$ cat src/rtl/seg_scan_mux_pkg.sv
// Shared constants and helpers for the seven-segment digit scanner.
package seg_scan_pkg;

  localparam int  NUM_DIGITS_DEF    = 4;
  localparam int  REFRESH_DIV_DEF   = 100000;
  localparam bit  AN_ACTIVE_LOW_DEF = 1'b1;
  localparam int  MAX_DIGITS        = 8;

  localparam int  PRESC_W_DEF = $clog2(REFRESH_DIV_DEF);
  localparam int  IDX_W_DEF   = $clog2(NUM_DIGITS_DEF);

  typedef logic [3:0] nibble_t;

  function automatic int presc_width(input int div);
    return (div < 2) ? 1 : $clog2(div);
  endfunction

  function automatic int idx_width(input int n);
    return (n < 2) ? 1 : $clog2(n);
  endfunction

  // One-hot select for digit idx; out-of-range idx yields no active bit.
  function automatic logic [MAX_DIGITS-1:0] onehot(input int idx, input int n);
    return (idx >= 0 && idx < n) ? (MAX_DIGITS'(1) << idx) : '0;
  endfunction

endpackage

$ cat src/rtl/seg_scan_mux_if.sv
// Value/load control in, scanned digit and anode drive out.
interface seg_scan_mux_if #(
  parameter int NUM_DIGITS = 4
);
  logic [4*NUM_DIGITS-1:0] value_in;
  logic                    load;
  logic                    blank_lead;
  logic [3:0]              digit_out;
  logic [NUM_DIGITS-1:0]   an;
  logic                    blank;
  logic                    frame_start;

  modport master (
    output value_in, load, blank_lead,
    input  digit_out, an, blank, frame_start
  );

  modport slave (
    input  value_in, load, blank_lead,
    output digit_out, an, blank, frame_start
  );
endinterface

$ cat src/rtl/seg_scan_mux_prescaler.sv
// Free-running divider; tick is high during the last count of each slot.
module refresh_prescaler
  import seg_scan_pkg::*;
#(
  parameter int REFRESH_DIV = 4
) (
  input  logic clk,
  input  logic rst,
  output logic tick
);
  localparam int W = presc_width(REFRESH_DIV);

  logic [W-1:0] cnt;

  assign tick = (cnt == W'(REFRESH_DIV - 1));

  always_ff @(posedge clk or posedge rst) begin
    if (rst)       cnt <= '0;
    else if (tick) cnt <= '0;
    else           cnt <= cnt + 1'b1;
  end
endmodule

$ cat src/rtl/seg_scan_mux.sv
// Multiplexed common-anode digit scanner; feeds segment_7s.bin_in one nibble per slot.
module seg_scan_mux
  import seg_scan_pkg::*;
#(
  parameter int NUM_DIGITS    = NUM_DIGITS_DEF,
  parameter int REFRESH_DIV   = REFRESH_DIV_DEF,
  parameter bit AN_ACTIVE_LOW = AN_ACTIVE_LOW_DEF
) (
  input logic            clk,
  input logic            rst,
  seg_scan_mux_if.slave  bus
);
  localparam int IDX_W = idx_width(NUM_DIGITS);
  localparam logic [NUM_DIGITS-1:0] AN_OFF = AN_ACTIVE_LOW ? '1 : '0;

  logic                             tick;
  logic [IDX_W-1:0]                 idx, nxt;
  logic [NUM_DIGITS-1:0][3:0]       staged, shadow, disp;
  logic                             upper_zero, blank_nxt;
  logic [NUM_DIGITS-1:0]            oh, an_nxt;

  refresh_prescaler #(.REFRESH_DIV(REFRESH_DIV)) u_presc (
    .clk  (clk),
    .rst  (rst),
    .tick (tick)
  );

  // Digit 0 is shown straight from staged so a new frame never mixes values.
  always_comb begin
    nxt  = (idx == IDX_W'(NUM_DIGITS - 1)) ? '0 : idx + 1'b1;
    disp = (nxt == '0) ? staged : shadow;

    upper_zero = 1'b1;
    for (int j = 0; j < NUM_DIGITS; j++)
      if (j >= int'(nxt) && disp[j] != 4'd0) upper_zero = 1'b0;

    blank_nxt = bus.blank_lead && (nxt != '0) && upper_zero;
    oh        = NUM_DIGITS'(onehot(int'(nxt), NUM_DIGITS));
    if (blank_nxt)          an_nxt = AN_OFF;
    else if (AN_ACTIVE_LOW) an_nxt = ~oh;
    else                    an_nxt = oh;
  end

  always_ff @(posedge clk or posedge rst) begin
    if (rst) begin
      idx             <= IDX_W'(NUM_DIGITS - 1);
      staged          <= '0;
      shadow          <= '0;
      bus.digit_out   <= '0;
      bus.an          <= AN_OFF;
      bus.blank       <= 1'b1;
      bus.frame_start <= 1'b0;
    end else begin
      if (bus.load) staged <= bus.value_in;
      bus.frame_start <= 1'b0;
      if (tick) begin
        idx             <= nxt;
        bus.digit_out   <= disp[nxt];
        bus.an          <= an_nxt;
        bus.blank       <= blank_nxt;
        bus.frame_start <= (nxt == '0);
        if (nxt == '0) shadow <= staged;
      end
    end
  end
endmodule

$ cat src/flat_wrapper.sv
// flat-port wrapper written by rule: the top's interface ports become plain ports
module seg_scan_mux_flat import seg_scan_pkg::*;
#(
  parameter int NUM_DIGITS    = NUM_DIGITS_DEF,
  parameter int REFRESH_DIV   = REFRESH_DIV_DEF,
  parameter bit AN_ACTIVE_LOW = AN_ACTIVE_LOW_DEF
)
  (clk, rst, bus_value_in, bus_load, bus_blank_lead, bus_digit_out, bus_an, bus_blank, bus_frame_start);
  seg_scan_mux_if #(.NUM_DIGITS(NUM_DIGITS)) bus_i ();
  input logic clk;
  input logic rst;
  input wire logic [$bits(bus_i.value_in)-1:0] bus_value_in;
  input wire logic [$bits(bus_i.load)-1:0] bus_load;
  input wire logic [$bits(bus_i.blank_lead)-1:0] bus_blank_lead;
  output wire logic [$bits(bus_i.digit_out)-1:0] bus_digit_out;
  output wire logic [$bits(bus_i.an)-1:0] bus_an;
  output wire logic [$bits(bus_i.blank)-1:0] bus_blank;
  output wire logic [$bits(bus_i.frame_start)-1:0] bus_frame_start;
  assign bus_i.value_in = bus_value_in;
  assign bus_i.load = bus_load;
  assign bus_i.blank_lead = bus_blank_lead;
  assign bus_digit_out = bus_i.digit_out;
  assign bus_an = bus_i.an;
  assign bus_blank = bus_i.blank;
  assign bus_frame_start = bus_i.frame_start;
  seg_scan_mux #(.NUM_DIGITS(NUM_DIGITS), .REFRESH_DIV(REFRESH_DIV), .AN_ACTIVE_LOW(AN_ACTIVE_LOW)) u_core (.clk(clk), .rst(rst), .bus(bus_i));
endmodule
$ cat config.mk
export PLATFORM = sky130hd
export DESIGN_NAME = seg_scan_mux_flat
export DESIGN_NICKNAME = d
export VERILOG_FILES = /design/src/rtl/seg_scan_mux_pkg.sv /design/src/rtl/seg_scan_mux_if.sv /design/src/rtl/seg_scan_mux_prescaler.sv /design/src/rtl/seg_scan_mux.sv /design/src/flat_wrapper.sv
export SDC_FILE = /design/constraint.sdc
export NUM_CORES = 1
export LEC_CHECK = 0
export CORE_ASPECT_RATIO = 0.75
export CORE_MARGIN = 2
export CORE_UTILIZATION = 45
export DETAILED_ROUTE_END_ITERATION = 6
export GPL_TIMING_DRIVEN = 0
export HOLD_SLACK_MARGIN = 0.15
export PLACE_DENSITY = 0.66
export SLEW_MARGIN = 20
export SYNTH_ARGS = -nofsm -noshare
export SYNTH_HDL_FRONTEND = slang
export SYNTH_HIERARCHICAL = 1
export SYNTH_SLANG_ARGS = --single-unit
$ cat constraint.sdc
create_clock -name clk -period 5.6 [get_ports clk]
set_clock_uncertainty 0.05 [all_clocks]
set_input_delay 0.56 -clock clk [delete_from_list [all_inputs] [get_ports clk]]
set_output_delay 0.56 -clock clk [all_outputs]
set_load 0.01 [all_outputs]
==> results by stage, run 1 <==
Global route:
- The layer carrying the most global-route usage is met1.
- The first global-routing pass estimated ~9000 um of wire.
- The met1 usage is between 20% and 30%.
- The global routing usage summed across all routing layers is approximately 18%.
- Entering global routing, the biggest net connects 27 pins.
- Global routing consumed, on the met3 layer, 6.85% of the routing resources.
- The initial antenna violation count is 0.
- The via count of the first global-routing pass is roughly 1.8k.
- The met2 track utilization from global routing is 23.2%.
- The sum of overflow across all layers after global routing is 0.

Place:
- Buffers placed on the I/O ports in this run total 28.
- Before CTS, the worst setup slack after placement is roughly 3300 ps.
- Once detailed placement completed, the half-perimeter wirelength came to 3740 um.
- The total instance count after detailed placement is 330.
- At the end of routability-driven placement, the weighted congestion stood at 0.779.

Worst hold path:
- The class of the most critical hold timing path is reg2reg.
- The worst hold path begins at u_core/bus.blank$_DFFE_PP1P_.

Floorplan:
- The overall die height is between 70 and 80 um.
- Once the floorplan was initialized, standard cells occupied 47.0% of the core.
- The core outline area is 0.00589 mm2.
- The number of rows created at floorplan is 24.
- The total die area is 0.00680 mm2.
- For this design the top-level I/O count stands at 30.
- The die is around 95 um wide.

Clock network:
- The H-tree depth reported by CTS is 3.
- The tree is rooted in a sky130_fd_sc_hd__clkbuf_8.
- The count of hold-fix buffers inserted at cts is 0.
- After clock tree synthesis, the repair step resized 0 gates.
- The number of CTS-inserted buffers is 9.
- The clock drives approximately 60 sinks.
- The latest clock arrival within the worst-skew pair is 350 ps.
- The maximum count of clock buffers along a single path is 2.
- Once the clock tree was built, the setup fixing pass inserted 0 buffers.
- TritonCTS built the clock tree.
- After clock tree synthesis, the clock-pin slew on the worst setup and hold paths is approximately 60 ps.

Power and ir drop:
- The maximum vdd drop is approximately 0.2 mV.
- In this run the power density over the cells is between 200 and 300 mW/mm2.
- Summed over all cells, the static leakage comes to approximately 1.5 nW.
- Total power for the finished layout comes to 0.978 mW.

STA:
- The max-slew violation count is 0.
- The count of endpoints failing setup in the final report is 0.
- The fmax is 418 MHz.
- The number of hold violations in the final report is 0.
- Setup slack on the critical path of the routed design comes to around 3200 ps.
- In this run the tightest slew margin relative to its limit is between 50% and 60%.
- Setup repair after global routing left no endpoint under its margin.
- Of the available clock period, the critical path in the final layout requires between 40% and 50%.
- The tightest hold path in the finished design has a slack of ~430 ps.
- After layout, the minimum clock period comes to around 2400 ps.
- The sum of negative setup slack is 0 ps.
- For the pin with the worst max-slew slack, the measured transition is between 700 and 800 ps.

Synth:
- The fraction of registers with async set or reset after synthesis is between 90% and 100%.
- In the post-synthesis netlist, the biggest area contributors are sky130_fd_sc_hd__dfrtp_1 (49%), sky130_fd_sc_hd__mux2_2 (13%), sky130_fd_sc_hd__dfstp_2 (6.6%), sky130_fd_sc_hd__xnor2_1 (3.5%), sky130_fd_sc_hd__nor2_1 (2.4%).
- The net count of the mapped netlist is about 250.
- The synthesized design devotes to its leading area cell type 48.8% of total area.
- Yosys printed 6 warnings.
- The cell taking the most area after synthesis is sky130_fd_sc_hd__dfrtp_1.
- Counting instances in the post-synthesis netlist gives the leading cell types as sky130_fd_sc_hd__dfrtp_1 (54), sky130_fd_sc_hd__mux2_2 (32), sky130_fd_sc_hd__nor2_1 (18), sky130_fd_sc_hd__nand2_1 (14).
- The cell area after synthesis is 0.00277 mm2.
- The most frequently used cell type in the post-synthesis netlist is sky130_fd_sc_hd__dfrtp_1.
- The part of the Yosys area used for sequential elements is between 50 and 60%.
- The count of flip-flops with a built-in enable after synthesis is 0.
- Synthesis produced a netlist whose cell count is ~220.
- Among all flip-flop cells after synthesis, the most frequent one is sky130_fd_sc_hd__dfrtp_1.
- The number of distinct standard cells referenced by the synthesized netlist is 36.
- In this run the mean area of a mapped cell was ~12 um2.
- The count of state elements after synthesis is between 60 and 70.

Setup path:
- In this run the critical register-to-register path is captured at u_core/bus.digit_out[2]$_DFFE_PP0P_.
- The critical path ends at u_core/bus.digit_out[2]$_DFFE_PP0P_.
- The register-to-register path setup slack is around 3200 ps.
- The sort of element at the end of the critical path is a flop.
- The worst endpoint data arrival time is ~2600 ps.
- The required time of the critical path is approximately 5800 ps.
- The most critical setup path has its startpoint at u_core/idx[0]$_DFFE_PP1P_.
- The startpoint of the lowest-slack register-to-register path is u_core/idx[0]$_DFFE_PP1P_.
- The category of the worst setup path launch point is a flop.
- The type of the worst setup path is reg2reg.
- Along the worst path, the maximum fanout reaches 9.
- The worst-case reg-to-reg path depth is 6.

Routing:
- The number of optimization iterations in the first detailed-route pass is 4.
- In the final routed layout, each cell accounts on average for between 10 and 15 um.
- The routed wire length is about 5200 um.
- For this run, design rule violations remaining after detail routing come to 0.
- After the first detailed-routing iteration, the DRC count stood at 84.
- The final route contains approximately 1.8k vias.
- Using the TritonRoute via totals, the vias-per-cell ratio works out to 5.20.
- The count of nets left with antenna violations once routing finished came out at 0.

Run:
- The number of maximum-capacitance constraint violations is 0.

Cells and area:
- For this run, the post-layout net count is around 290.
- Cells with a size suffix above 1 make up around 25% of the layout.
- The non-filler instance count after layout is 346.
- The area growth from synthesis to final layout is 23.1%.
- The filler cell count in the final layout is 519.
- The number of diodes added for antenna fixing is 0.

Status:
- The run finished with clean final reports.
## layout by cell type, fill, tap and decap left out, types with 7 or more instances in the layout
| master | count |
|---|---|
| sky130_fd_sc_hd__clkbuf_8 | 10 |
| sky130_fd_sc_hd__clkdlybuf4s50_1 | 28 |
| sky130_fd_sc_hd__dfrtp_1 | 54 |
| sky130_fd_sc_hd__dfstp_2 | 7 |
| sky130_fd_sc_hd__inv_1 | 10 |
| sky130_fd_sc_hd__mux2_2 | 32 |
| sky130_fd_sc_hd__nand2_1 | 14 |
| sky130_fd_sc_hd__nor2_1 | 18 |
| sky130_fd_sc_hd__o21ai_0 | 9 |
| sky130_fd_sc_hd__xnor2_1 | 11 |
## area by class of cell
class / instances / area (um2) / share of cell area, %
inverter: 11 / 41.3 / 1.21
sequential: 61 / 1540 / 45.1
tap: 78 / 97.6 / 2.87
multi-input combinational: 143 / 1150 / 33.8
clock buffer: 12 / 145 / 4.26
clock inverter: 4 / 95.1 / 2.79
buffer: 8 / 37.5 / 1.10
timing repair buffer: 29 / 300 / 8.82
## worst min-delay path by stage
stage / cells past startpoint / to
finish: 2 / u_core/bus.blank$_DFFE_PP1P_
global route: 2 / u_core/bus.blank$_DFFE_PP1P_
CTS: 2 / u_core/bus.blank$_DFFE_PP1P_
detailed placement: 2 / u_core/bus.blank$_DFFE_PP1P_
global placement: 2 / u_core/bus.blank$_DFFE_PP1P_
floorplan: 1 / u_core/u_presc/cnt[0]$_DFF_PP0_
## per-stage QoR
step,util [%],cell area (um2)
after global placement,53.4,3140
after CTS,57.8,3400
final,57.8,3400
after detailed placement,53.8,3160
after global routing,57.8,3400
after floorplan,-,2770
## kinds of logic (layout without fill, tap and decap cells)
kind of cell    count (synthesis)  after routing  synth area share, %
compound gates                 19             19                 4.03
xor+xnor                       15             15                 4.75
fa+ha+maj                       5              5                 2.26
buf+inv                        19             64                 2.85
flops                          61             61                 55.5
mux                            41             41                 17.6
simple gates                   63             63                 13.0
## layer usage
layer,wire [um],vias up,share of wire (%)
met4,95,0,1.8
met5,0,-,0
li1,-,870,-
met2,2100,37,41
met1,2720,882,53
met3,257,11,5.0
## registers in the layout (all words and copies together), names as in the netlist
name and flops:
u_core/shadow 16, u_core/staged 16, u_core/bus.an 4, u_core/idx 2, u_core/u_presc/cnt 17, u_core/bus.frame_start 1
u_core/bus.digit_out 4, u_core/bus.blank 1
## power by group
| part | internal, mW | total [mW] | switching [mW] | leakage, nW |
|---|---|---|---|---|
| clock | 0.307 | 0.477 | 0.169 | 0.121 |
| combinational | 0.0238 | 0.0395 | 0.0157 | 0.596 |
| sequential | 0.453 | 0.462 | 0.00964 | 0.777 |
| total | 0.784 | 0.978 | 0.195 | 1.49 |
## worst max-delay path, stage by stage (launching register included)
cell,delay [ps]
sky130_fd_sc_hd__dfstp_2,610
sky130_fd_sc_hd__inv_1,90
sky130_fd_sc_hd__ha_1,280
sky130_fd_sc_hd__clkbuf_1,450
sky130_fd_sc_hd__mux4_2,400
sky130_fd_sc_hd__o211ai_1,240
sky130_fd_sc_hd__o21ai_0,130
No activity file was read; power rests on OpenSTA's default activity.
==> run 2: changes to the inputs <==
==> constraint.sdc (replaced) <==
create_clock -name clk -period 2.3 [get_ports clk]
set_clock_uncertainty 0.05 [all_clocks]
set_input_delay 0.23 -clock clk [delete_from_list [all_inputs] [get_ports clk]]
set_output_delay 0.23 -clock clk [all_outputs]
set_load 0.01 [all_outputs]
==> run 2 against run 1 <==
Against the previous run: maximum frequency up 7.5%; global-route usage unchanged; core utilization increased by 0.30 points; critical path type unchanged; largest cell class unchanged.
==> results by stage, run 2 (synthesis results as in run 1) <==
Floorplan:
- The number of placed I/O pins is 30 (unchanged).
- The starting density of the core is 47.0% (unchanged).
- The total die area came to 0.00680 mm2 (unchanged).
- The overall die height is 71.9 um (unchanged).
- The number of rows created at floorplan was 24 (unchanged).
- The core outline area is 0.00589 mm2 (unchanged).
- The die width is 94.5 um (unchanged).

Setup path:
- The category of the worst setup path launch point is a flop.
- The worst endpoint data arrival time is 2390 ps (-160 ps).
- The highest fanout seen on the critical path is 9 (unchanged).
- The required time of the critical path was 2460 ps (-3300 ps).
- The family of cells with the greatest summed delay on the critical path is flip-flops.
- The endpoint identified for the worst register-to-register timing path is u_core/bus.digit_out[2]$_DFFE_PP0P_.
- The cell count along the critical path is 5 (-1).
- The worst-case reg-to-reg path depth is 5 (-1).
- The count of buffering cells on the critical path with inverters included was 1 (-1).
- STA classifies the critical path endpoint as a flop.
- The delay contributed by the slowest stage of the critical path is 610 ps (about the same).
- The start point of the critical path is u_core/idx[0]$_DFFE_PP1P_.
- Walking the worst path, the cells encountered are inv_1 > ha_1 > mux4_2 > o211ai_1 > o21ai_0.
- The register-to-register path setup slack came to 80 ps (-3130 ps).
- The startpoint of the lowest-slack register-to-register path is u_core/idx[0]$_DFFE_PP1P_.
- The critical path in this run is classified as reg2reg.
- The critical path's slowest cell is sky130_fd_sc_hd__dfstp_2.

Power and ir drop:
- The maximum vdd drop is 0.479 mV (+140%).
- The power density over the cells was 696 mW/mm2 (+140%).
- The leakage power total came to 1.51 nW (+1.4%).
- The overall power of the completed layout came to 2.38 mW (+140%).

Clock network:
- The post-CTS setup buffer count is 0 (unchanged).
- The latest clock arrival within the worst-skew pair is 350 ps (about the same).
- The clock transition at the register clock pins on the worst setup and hold paths after CTS is 60 ps (about the same).
- The total clock sinks is 61 (unchanged).
- The H-tree depth reported by CTS came to 3 (unchanged).
- The number of CTS-inserted buffers is 9 (unchanged).
- The count of hold-fix buffers inserted at cts was 0 (unchanged).
- The total of cells resized after clock tree synthesis came to 1 (+1).
- The TritonCTS clock tree is yes.
- The maximum count of clock buffers along a single path is 2 (unchanged).
- The master cell of the clock root buffer is sky130_fd_sc_hd__clkbuf_8.

Place:
- The total instance count after detailed placement came to 330 (unchanged).
- The number of buffer cells added on primary ports was 28 (unchanged).
- The routability congestion estimate is 0.779 (unchanged).
- The worst setup slack before clock tree synthesis is -44.3 ps (-3300 ps).
- The post-detailed-placement half-perimeter wirelength was 3740 um (unchanged).

Routing:
- The routed wirelength normalized by instance count is 15.0 um (+0.19%).
- The post-detailed-route DRC marker count is 0 (unchanged).
- Routed signal wires occupy layers up through met4.
- The average via count per standard cell came to 5.22 (+0.40%).
- The number of antenna-violating nets in the routed design is 0 (unchanged).
- The routed wire length is 5170 um (about the same).
- The detailed-routed wire length on met2 is 2090 um (-0.14%).
- The number of vias in the routed layout is 1802 (+0.11%).
- The first-iteration detailed-routing DRC count was 82 (-2.4%).
- The number of optimization iterations in the first detailed-route pass is 4 (unchanged).
- The met3 wirelength from detailed routing is 241 um (-6.2%).
- The met1 layer wirelength in the final routing was 2740 um (+0.51%).

Cells and area:
- The flip-flop count of the largest register after layout is 17 (unchanged).
- The fraction of final layout cells sized beyond drive strength 1 came to 26.2% (+1.2 points).
- In the layout the commonest cells are sky130_fd_sc_hd__dfrtp_1 (54), sky130_fd_sc_hd__mux2_2 (32), sky130_fd_sc_hd__clkdlybuf4s50_1 (28), sky130_fd_sc_hd__nor2_1 (17), sky130_fd_sc_hd__nand2_1 (14).
- The number of diodes added for antenna fixing is 0 (unchanged).
- The register with the most flip-flops in the final layout is u_core/u_presc/cnt.
- The multi-input combinational cell area is 0.00117 mm2 (+1.3%).
- Leaving out fill and tap cells, the most frequent cell in the layout is sky130_fd_sc_hd__dfrtp_1.
- The non-filler instance count after layout came to 345 (-0.29%).
- The final net count is 287 (-0.35%).
- The filler cell count in the final layout was 518 (-0.19%).
- The largest registers in the layout are u_core/u_presc/cnt x17, u_core/shadow x16, u_core/staged x16.
- The core occupancy in the finished layout was 58.1% (+0.30 points).
- Compared with the post-synthesis result, the final layout area differs by 23.7%.
- The total area of sequential cells is 0.00154 mm2 (unchanged).

Global route:
- The largest net degree at the start of global routing is 27 (unchanged).
- The global routing usage summed across all routing layers was 17.7% (unchanged).
- The wire length of the first global-routing pass is 8870 um (about the same).
- The initial antenna violation count is 0 (unchanged).
- The via count of the first global-routing pass is 1774 (-0.056%).
- The sum of overflow across all layers after global routing came to 0 (unchanged).

Worst hold path:
- The class of the most critical hold timing path is in2async.

STA:
- The fmax came to 450 MHz (+7.5%).
- Setup repair after global routing left no endpoint under its margin.
- The worst-margin pin slew is 669 ps (-56.4 ps).
- The max-slew violation count is 0 (unchanged).
- The final hold slack is 176 ps (-258 ps).
- The number of hold violations in the final report was 0 (unchanged).
- The final critical-path setup slack is 76.3 ps (-3130 ps).
- The final clock period utilization by the worst path is 96.7% (+54 points).
- The worst-case headroom to the max-slew limit is 55.3% (+4.5 points).
- The time the worst path needs with I/O delays and setup is 2220 ps (-166 ps).
- The count of endpoints failing setup in the final report was 0 (unchanged).

Run:
- The number of maximum-capacitance constraint violations came to 0 (unchanged).

Status:
- The run finished with clean final reports.
## run 2: cell types whose count changed in the layout (fill, tap and decap cells not counted), sizes merged
cell	delta
buf	-1
## run 2: area by class of cell
type	instances	area share, %
clock buffer	12	4.24
tap	78	2.85
clock inverter	4	2.78
sequential	61	44.9
inverter	11	1.21
buffer	7	1.17
multi-input combinational	143	34.1
timing repair buffer	29	8.78
## run 2: worst register-to-register path: cells and delay by family (launching register included)
kind	cells	cell delay (ps)
DFF	1	610
adders and majority gates	1	580
muxes	1	380
AOI/OAI and AO/OA	2	370
buffers and inverters	1	90
## run 2: worst max path at each step
stage	end
floorplan	u_core/shadow[0]$_DFFE_PP0P_
global placement	u_core/bus.digit_out[2]$_DFFE_PP0P_
detailed placement	u_core/bus.digit_out[2]$_DFFE_PP0P_
CTS	u_core/shadow[1]$_DFFE_PP0P_
global route	u_core/bus.digit_out[2]$_DFFE_PP0P_
finish	u_core/bus.digit_out[2]$_DFFE_PP0P_
## run 2: power by group
group / switching, mW / internal, mW / total (mW)
Combinational: 0.0381 / 0.0583 / 0.0965
Clock: 0.410 / 0.748 / 1.16
Sequential: 0.0234 / 1.10 / 1.13
Total: 0.472 / 1.91 / 2.38
## run 2: per-stage QoR
stage / TNS [ps] / cell area [um2]
floorplan: 0 / 2770
global placement: 0 / 3140
detailed placement: -58.5 / 3160
CTS: 0 / 3400
global route: 0 / 3420
finish: 0 / 3420
## run 2: metal layers
| layer | vias up | GRT usage, % |
|---|---|---|
| li1 | 869 | - |
| met1 | 884 | 26.3 |
| met2 | 38 | 23.1 |
| met3 | 11 | 6.85 |
| met4 | 0 | 7.25 |
| met5 | - | 0 |
==> run 3: changes to the inputs <==
--- a/config.mk
+++ b/config.mk
@@ -5,6 +5,7 @@
 export SDC_FILE = /design/constraint.sdc
 export NUM_CORES = 1
 export LEC_CHECK = 0
+export ABC_CLOCK_PERIOD_IN_PS = 2300
 export CORE_ASPECT_RATIO = 0.75
 export CORE_MARGIN = 2
 export CORE_UTILIZATION = 45
==> results of run 3 <==
Final layout, timing and power as in run 2 (identical DEF).
